--- config.mk ---
export PLATFORM = sky130hd
export DESIGN_NAME = iobus_mmio_hub
export DESIGN_NICKNAME = d
export VERILOG_FILES = /design/src/rtl/iobus_mmio_hub.sv
export SDC_FILE = /design/constraint.sdc
export NUM_CORES = 1
export LEC_CHECK = 0
export BUFFER_PORTS_ARGS = -buffer_cell sky130_fd_sc_hd__clkbuf_2
export CORE_UTILIZATION = 40
export DETAILED_ROUTE_END_ITERATION = 10
export GPL_TIMING_DRIVEN = 1
export PLACE_DENSITY_LB_ADDON = 0.1
export SETUP_SLACK_MARGIN = 0.15
export SYNTH_ARGS = -nofsm -noshare
export SYNTH_HDL_FRONTEND = slang
export SYNTH_SLANG_ARGS = --single-unit
--- constraint.sdc ---
create_clock -name CLK -period 5.4 [get_ports CLK]
set_clock_uncertainty 0.1 [all_clocks]
set_input_delay 0.54 -clock CLK [delete_from_list [all_inputs] [get_ports CLK]]
set_output_delay 0.54 -clock CLK [all_outputs]
set_load 0.03 [all_outputs]
--- src/rtl/iobus_mmio_hub.sv ---
// iobus_mmio_hub: memory-mapped I/O hub for the MCU IOBUS.
// Input ports, output registers, 64-bit cycle counter and interval timer.
module iobus_mmio_hub #(
    parameter int          N_IN        = 2,
    parameter int          N_OUT       = 4,
    parameter int          IN_W        = 16,
    parameter int          OUT_W       = 16,
    parameter logic [31:0] STRIDE      = 32'h0004_0000,
    parameter logic [31:0] IN_BASE_AD  = 32'h1100_0000,
    parameter logic [31:0] OUT_BASE_AD = 32'h1108_0000,
    parameter logic [31:0] CNT_BASE_AD = 32'h1140_0000
) (
    input  logic                   CLK,
    input  logic                   RESET_N,
    input  logic [31:0]            IOBUS_ADDR,
    input  logic [31:0]            IOBUS_OUT,
    input  logic                   IOBUS_WR,
    input  logic                   IOBUS_RD,
    output logic [31:0]            IOBUS_IN,
    input  logic [N_IN*IN_W-1:0]   IN_PORTS,
    output logic [N_OUT*OUT_W-1:0] OUT_PORTS,
    output logic [N_OUT-1:0]       OUT_WSTB,
    output logic                   TMR_INTR
);

    localparam logic [31:0] A_LO    = CNT_BASE_AD;
    localparam logic [31:0] A_HI    = CNT_BASE_AD + 32'h4;
    localparam logic [31:0] A_CTRL  = CNT_BASE_AD + 32'h8;
    localparam logic [31:0] A_TLOAD = CNT_BASE_AD + 32'hC;
    localparam logic [31:0] A_TCNT  = CNT_BASE_AD + 32'h10;

    function automatic logic [31:0] in_ad(int i);
        return IN_BASE_AD + STRIDE * 32'(i);
    endfunction

    function automatic logic [31:0] out_ad(int j);
        return OUT_BASE_AD + STRIDE * 32'(j);
    endfunction

    // Any decoded address shared between two regions is a parameter error.
    function automatic bit regions_overlap();
        bit ov;
        ov = 1'b0;
        for (int i = 0; i < N_IN; i++) begin
            for (int j = 0; j < N_OUT; j++)
                if (in_ad(i) == out_ad(j)) ov = 1'b1;
            for (int k = 0; k < 5; k++)
                if (in_ad(i) == CNT_BASE_AD + 32'(4 * k)) ov = 1'b1;
        end
        for (int j = 0; j < N_OUT; j++)
            for (int k = 0; k < 5; k++)
                if (out_ad(j) == CNT_BASE_AD + 32'(4 * k)) ov = 1'b1;
        return ov;
    endfunction

    if (regions_overlap()) begin : g_overlap_err
        $error("iobus_mmio_hub: address regions overlap");
    end

    logic [OUT_W-1:0] out_q [N_OUT];
    logic [OUT_W-1:0] out_d [N_OUT];
    logic [N_OUT-1:0] wstb_q, wstb_d;
    logic [63:0]      cnt_q, cnt_d;
    logic [31:0]      hi_q, hi_d;
    logic             cnt_en_q, cnt_en_d;
    logic             tmr_en_q, tmr_en_d;
    logic [31:0]      tload_q, tload_d;
    logic [31:0]      tcount_q, tcount_d;
    logic             intr_q, intr_d;
    logic             clr;

    // Combinational read mux; unmapped addresses return zero.
    always_comb begin
        IOBUS_IN = '0;
        for (int i = 0; i < N_IN; i++)
            if (IOBUS_ADDR == in_ad(i))
                IOBUS_IN = 32'(IN_PORTS[i*IN_W +: IN_W]);
        for (int j = 0; j < N_OUT; j++)
            if (IOBUS_ADDR == out_ad(j))
                IOBUS_IN = 32'(out_q[j]);
        if (IOBUS_ADDR == A_LO)    IOBUS_IN = cnt_q[31:0];
        if (IOBUS_ADDR == A_HI)    IOBUS_IN = hi_q;
        if (IOBUS_ADDR == A_CTRL)  IOBUS_IN = {30'b0, tmr_en_q, cnt_en_q};
        if (IOBUS_ADDR == A_TLOAD) IOBUS_IN = tload_q;
        if (IOBUS_ADDR == A_TCNT)  IOBUS_IN = tcount_q;
    end

    // Pack output registers onto the flat port.
    always_comb begin
        OUT_PORTS = '0;
        for (int j = 0; j < N_OUT; j++)
            OUT_PORTS[j*OUT_W +: OUT_W] = out_q[j];
    end

    assign OUT_WSTB = wstb_q;
    assign TMR_INTR = intr_q;

    // Next-state: bus writes, snapshot, counter and timer.
    always_comb begin
        out_d    = out_q;
        wstb_d   = '0;
        cnt_en_d = cnt_en_q;
        tmr_en_d = tmr_en_q;
        tload_d  = tload_q;
        tcount_d = tcount_q;
        hi_d     = hi_q;
        intr_d   = 1'b0;
        clr      = 1'b0;
        if (IOBUS_WR) begin
            for (int j = 0; j < N_OUT; j++)
                if (IOBUS_ADDR == out_ad(j)) begin
                    out_d[j]  = IOBUS_OUT[OUT_W-1:0];
                    wstb_d[j] = 1'b1;
                end
            if (IOBUS_ADDR == A_CTRL) begin
                cnt_en_d = IOBUS_OUT[0];
                tmr_en_d = IOBUS_OUT[1];
                clr      = IOBUS_OUT[2];
            end
        end
        if (clr)
            cnt_d = '0;
        else if (cnt_en_q)
            cnt_d = cnt_q + 64'd1;
        else
            cnt_d = cnt_q;
        if (IOBUS_RD && IOBUS_ADDR == A_LO)
            hi_d = cnt_q[63:32];
        if (tmr_en_q && tload_q != '0) begin
            if (tcount_q == '0) begin
                intr_d   = 1'b1;
                tcount_d = tload_q;
            end else begin
                tcount_d = tcount_q - 32'd1;
            end
        end
        // A TLOAD write overrides any decrement or reload this cycle.
        if (IOBUS_WR && IOBUS_ADDR == A_TLOAD) begin
            tload_d  = IOBUS_OUT;
            tcount_d = IOBUS_OUT;
        end
    end

    // State registers with synchronous active-low reset.
    always_ff @(posedge CLK) begin
        if (!RESET_N) begin
            for (int j = 0; j < N_OUT; j++) out_q[j] <= '0;
            wstb_q   <= '0;
            cnt_q    <= '0;
            hi_q     <= '0;
            cnt_en_q <= 1'b1;
            tmr_en_q <= 1'b0;
            tload_q  <= '0;
            tcount_q <= '0;
            intr_q   <= 1'b0;
        end else begin
            out_q    <= out_d;
            wstb_q   <= wstb_d;
            cnt_q    <= cnt_d;
            hi_q     <= hi_d;
            cnt_en_q <= cnt_en_d;
            tmr_en_q <= tmr_en_d;
            tload_q  <= tload_d;
            tcount_q <= tcount_d;
            intr_q   <= intr_d;
        end
    end

endmodule

Word-level counts from Yosys, hierarchy flattened --
Index checks and enable logic that the tools add are counted.
Storage, ports and cells: register bits after elaboration 231, bits of input ports 100, logic and storage cells 61, output and inout port bits 101
Cells by class: equality and inequality tests 11, $add $sub $neg 2, reduce and logical (&&, ||, !) cells 14, muxes and demuxes 21, bitwise gates (word level) 1
Operators by type and width (number):
- $mux W32 | 13
- $eq A32 B29 Y1 const B | 11
- $add A64 B1 Y64 const B | 1
- $logic_not A32 Y1 | 1
- $reduce_bool A32 Y1 | 1
- $sub A32 B1 Y32 const B | 1
- $mux W16 | 1
- $reduce_and A2 Y1 | 7
- $mux W1 | 7
- $logic_and A1 B1 Y1 | 3
- $reduce_bool A2 Y1 | 1
- $reduce_or A2 Y1 | 1
- $not A1 Y1 | 1

Longest topological paths before layout --
depth after elaboration 12, depth in mapped cells 10, mapped depth without buffers 8

Worst setup path after synthesis --
Ideal clock, no wire load.
path kind input -> output, start point in IOBUS_ADDR[14], end point out IOBUS_IN[11], setup slack 1.882 ns, arrival 2.878 ns, buffers on the path 2, stages 8, cells stage by stage nor4_1 -> nand4_1 -> buf_4 -> or4_1 -> buf_2 -> nor2_2 -> a222oi_1 -> a222oi_1
Between the ends: word-level cells in the longest chain between the ends 12, elaborated cells on any way between the ends 22, those cells by class eq/ne (11); mux (11)
Ends and longest elaborated chain:
- start, declared | line 15 | input logic [31:0] IOBUS_ADDR,
- $eq A32 B29 Y1 | line 76 | if (IOBUS_ADDR == in_ad(i))
- $mux W16 | line 76
- $mux W32 | line 76
- $mux W32 (4 in series) | line 79 | if (IOBUS_ADDR == out_ad(j))
- $mux W32 | line 81 | if (IOBUS_ADDR == A_LO) IOBUS_IN = cnt_q[31:0];
- $mux W32 | line 82 | if (IOBUS_ADDR == A_HI) IOBUS_IN = hi_q;
- $mux W32 | line 83 | if (IOBUS_ADDR == A_CTRL) IOBUS_IN = {30'b0, tmr_en_q, cnt_en_q};
- $mux W32 | line 84 | if (IOBUS_ADDR == A_TLOAD) IOBUS_IN = tload_q;
- $mux W32 * | line 85 | if (IOBUS_ADDR == A_TCNT) IOBUS_IN = tcount_q;
- end, declared | line 19 | output logic [31:0] IOBUS_IN,
Every way passes the cells marked *; elsewhere a longest branch is shown, timed or not.

Worst setup path after layout --
start point in IOBUS_ADDR[26], end point out IOBUS_IN[11]
Same word-level chain as after synthesis.

==> summary.md <==
| Metric | Value |
|---|---|
| CP arrival | `3800 ps` |
| Post-cts resize count | `0` |
| RR Startpoint | `tcount_q[0]` |
| Layout cells sized above 1 | `0.186` |
| Sw Pwr | `between 800 and 900 µW` |
| Main combinational cell family by area after synthesis | `simple AND/OR/NAND/NOR gates` |
| Slew margin rel. | `0.150` |
| Top cells by area, synth | `dfxtp_1, nand2_1, a21boi_0` |
| Post-synthesis cell count | `1,586` |
| Synth top area share | `0.373` |
| Final Core Density | `0.476` |
| Power Density | `~270 nW/µm²` |
| Final hold slack | `136 ps` |
| Hold endpoint | `tload_q[23]` |
| Crit Path Max Fanout | `33` |
| Cell row count | `64` |
| Register area | `4620 µm²` |
| Xor/xnor share of the synthesized area | `0.0346` |
| # diodes | `0` |
| Hold_sp | `IOBUS_OUT[23]` |
| Synth cell types | `70` |
| HP Class | `in2reg` |
| #FFs+latches synth | `231` |
| Reg-to-reg endpoint | `tcount_q[20]` |
| Setup WS pre-CTS | `1070 ps` |
| Area fraction in compound gates after synthesis | `0.244` |
| Post-CTS setup buffers | `0` |
| Biggest area consumer among synthesized cells | `dfxtp_1` |
| Peak VDD IR | `roughly 0.00025 V` |
| Post-synthesis mux area share | `0.0445` |
| Register area share after synthesis | `0.373` |
| TritonRoute pass-1 iters | `7` |
| Routed Antenna Nets | `0` |
| R2r setup slk | `2290 ps` |
| Endpoints failing setup | `0` |
| Largest net degree at the start of global routing | `75` |
| Final GP Congestion | `0.896` |
| Post-DP HPWL | `around 31 mm` |
| WHS Path Cells | `3` |
| Peak Freq | `0.225 GHz` |
| Nets | `1,821` |
| Max-slew violation count | `0` |
| Initial Util | `0.406` |
| RSZ-0062 raised after global routing | `no` |
| Post-CTS Hold Fix Bufs | `0` |
| # clock sinks | `231` |
| Most common cell after layout, fill and taps aside | `nand2_1` |
| Period Utilization, post-route | `0.823` |
| P&R area growth vs syn | `17.3%` |
| First-pass GRT wire length | `66.2 mm` |
| Die height | `178 µm` |
| Tmin final | `4440 ps` |
| Synth Area in Adders | `0.00303` |
| Cts bufs inserted | `28` |
| Core Region | `30,500 µm²` |
| Post-route DRC | `0` |
| Post-synth EDFFs | `0` |
| Slew at the pin with the worst max-slew slack | `1260 ps` |
| Routed wire per std cell | `around 20 µm` |
| Syn_nets | `1,689` |
| Net switching fraction of the power | `0.228` |
| Final worst slack | `958 ps` |
| Yosys warnings | `0` |
| Fillers | `3,119` |
| Number of global-route vias before repair | `11,300` |
| Hold Vio Cnt, Final | `0` |
| Post-synth ARST share | `0` |
| Internal Power | `3010 µW` |
| Main synth FF type | `dfxtp_1` |
| Critical path type | `in2out` |
| Vias per cell | `5.79` |
| Worst-path clk slew | `approximately 60 ps` |
| CTS tree | `built` |
| Power share of the combinational group | `0.047` |
| Global Route Usage Sum | `0.270` |
| Syn_area_per_cell | `about 7.8 µm²` |
| Commonest non-fill, non-tap cells in the layout | `nand2_1, dfxtp_1, clkbuf_2, a21boi_0, nor2_1` |
| DR vias | `12,400` |
| Skew-Pair Late Insertion Delay | `approximately 550 ps` |
| Leakage | `0.00535 µW` |
| Footprint of the multi-input gates | `7190 µm²` |
| Setup TNS | `0 ps` |
| Post-route cell area | `14,500 µm²` |
| R2r worst-path depth | `8` |
| Startpoint types | `input port` |
| Boundary Pins | `roughly 200` |
| CP required | `4760 ps` |
| Number of antenna violations at the first check in global routing | `0` |
| Drt total wl | `43.3 mm` |
| Clock Path Buffers | `3` |
| Synth Area in Simple Gates | `0.252` |
| DIE AREA | `31,700 µm²` |
| DRT iter0 DRCs | `slightly above 900` |
| Sequential power share | `0.438` |
| Die W | `178 µm` |
| H-tree depth | `1` |
| Grt total ovfl | `0` |
| Clk Tree Root Cell | `clkbuf_16` |
| Synthesized area | `approximately 12,000 µm²` |
| Critical path endpoint category | `primary output` |
| IO Port Bufs | `200` |
| DP Area | `13,500 µm²` |
| Power share of the clock group | `0.515` |
| Status | `completed` |
| Max Cap Violations | `0` |
[worst max path at each step]
stage                    from      endpoint  slack [ps]  cells after the start
3_5_place_dp   IOBUS_ADDR[26]  IOBUS_IN[11]        1070                      9
3_3_place_gp   IOBUS_ADDR[21]  IOBUS_IN[11]        1140                     10
6_report       IOBUS_ADDR[26]  IOBUS_IN[11]         960                      9
4_1_cts        IOBUS_ADDR[26]  IOBUS_IN[11]        1040                      9
5_1_grt         IOBUS_ADDR[8]   IOBUS_IN[3]         730                     10
2_1_floorplan  IOBUS_ADDR[14]  IOBUS_IN[11]        1880                      8
[final cells by class]
class,count,share of cell area
multi-input cells,1217,0.494
inverters,20,0.00517
repair buffers,220,0.0802
well taps,396,0.0341
clock buffers,37,0.0554
flip-flops and latches,231,0.318
clock inverters,14,0.0125
[power by group through the flow]
stage	combinational [µW]	sequential (µW)	clock, µW
2_1_floorplan	96.2	1750	0
3_3_place_gp	181	1750	0
3_5_place_dp	181	1750	0
4_1_cts	182	1710	2040
5_1_grt	197	1710	2110
6_report	184	1710	2010
[sequential cells by signal (all words and copies together) (netlist names)]
register	flops
OUT_WSTB	4
hi_q	32
tload_q	32
OUT_PORTS	64
tcount_q	32
tmr_en_q	1
cnt_q	64
TMR_INTR	1
cnt_en_q	1
[logic make-up (layout without fill, tap and decap cells)]
logic type | after synthesis | in the layout
buf+inv | 138 | 291
mux | 50 | 50
xor+xnor | 49 | 49
simple gates | 664 | 664
compound gates | 451 | 451
fa+ha+maj | 3 | 3
flops | 231 | 231
[per-layer routing]
layer,track usage,wire (µm)
met1,0.370,19300
met2,0.426,19600
met3,0.0563,3380
met4,0.0762,1080
met5,0,0
[cell usage after synthesis (6+ instances only)]
| cell | instances |
|---|---|
| a31oi_1 | 7 |
| clkbuf_1 | 86 |
| o22ai_1 | 20 |
| xnor2_1 | 13 |
| nand3_1 | 39 |
| o21ai_1 | 10 |
| buf_1 | 7 |
| dfxtp_1 | 231 |
| o21ai_0 | 81 |
| and2_1 | 6 |
| o221ai_1 | 16 |
| o31ai_1 | 7 |
| a222oi_1 | 15 |
| nor4_1 | 31 |
| nor3_1 | 30 |
| nand2_1 | 332 |
| buf_2 | 14 |
| nor2_1 | 101 |
| or4_1 | 14 |
| a2bb2oi_1 | 8 |
| inv_1 | 20 |
| a22oi_1 | 17 |
| a21boi_1 | 13 |
| xor2_1 | 36 |
| buf_6 | 9 |
| mux2_2 | 31 |
| o21a_1 | 20 |
| mux2i_1 | 18 |
| nand4_1 | 26 |
| or3_1 | 24 |
| and3_1 | 15 |
| a21boi_0 | 116 |
| a21oi_1 | 87 |
| o211ai_1 | 6 |
| and4_1 | 8 |
[worst max-delay path, stage by stage]
cell	delay, ps
clkbuf_2	90
nor4b_1	380
nand2_1	370
or4_1	560
buf_4	280
nor2_2	550
a222oi_1	150
a222oi_1	560
clkbuf_2	320
[per-stage QoR]
stage | total power, µW | std cells
floorplan | 1840 | 1586
global route | 4020 | 2135
global placement | 1930 | 2084
CTS | 3930 | 2135
finish | 3900 | 2135
detailed placement | 1930 | 2084
Power figures use the tool's default switching activity.
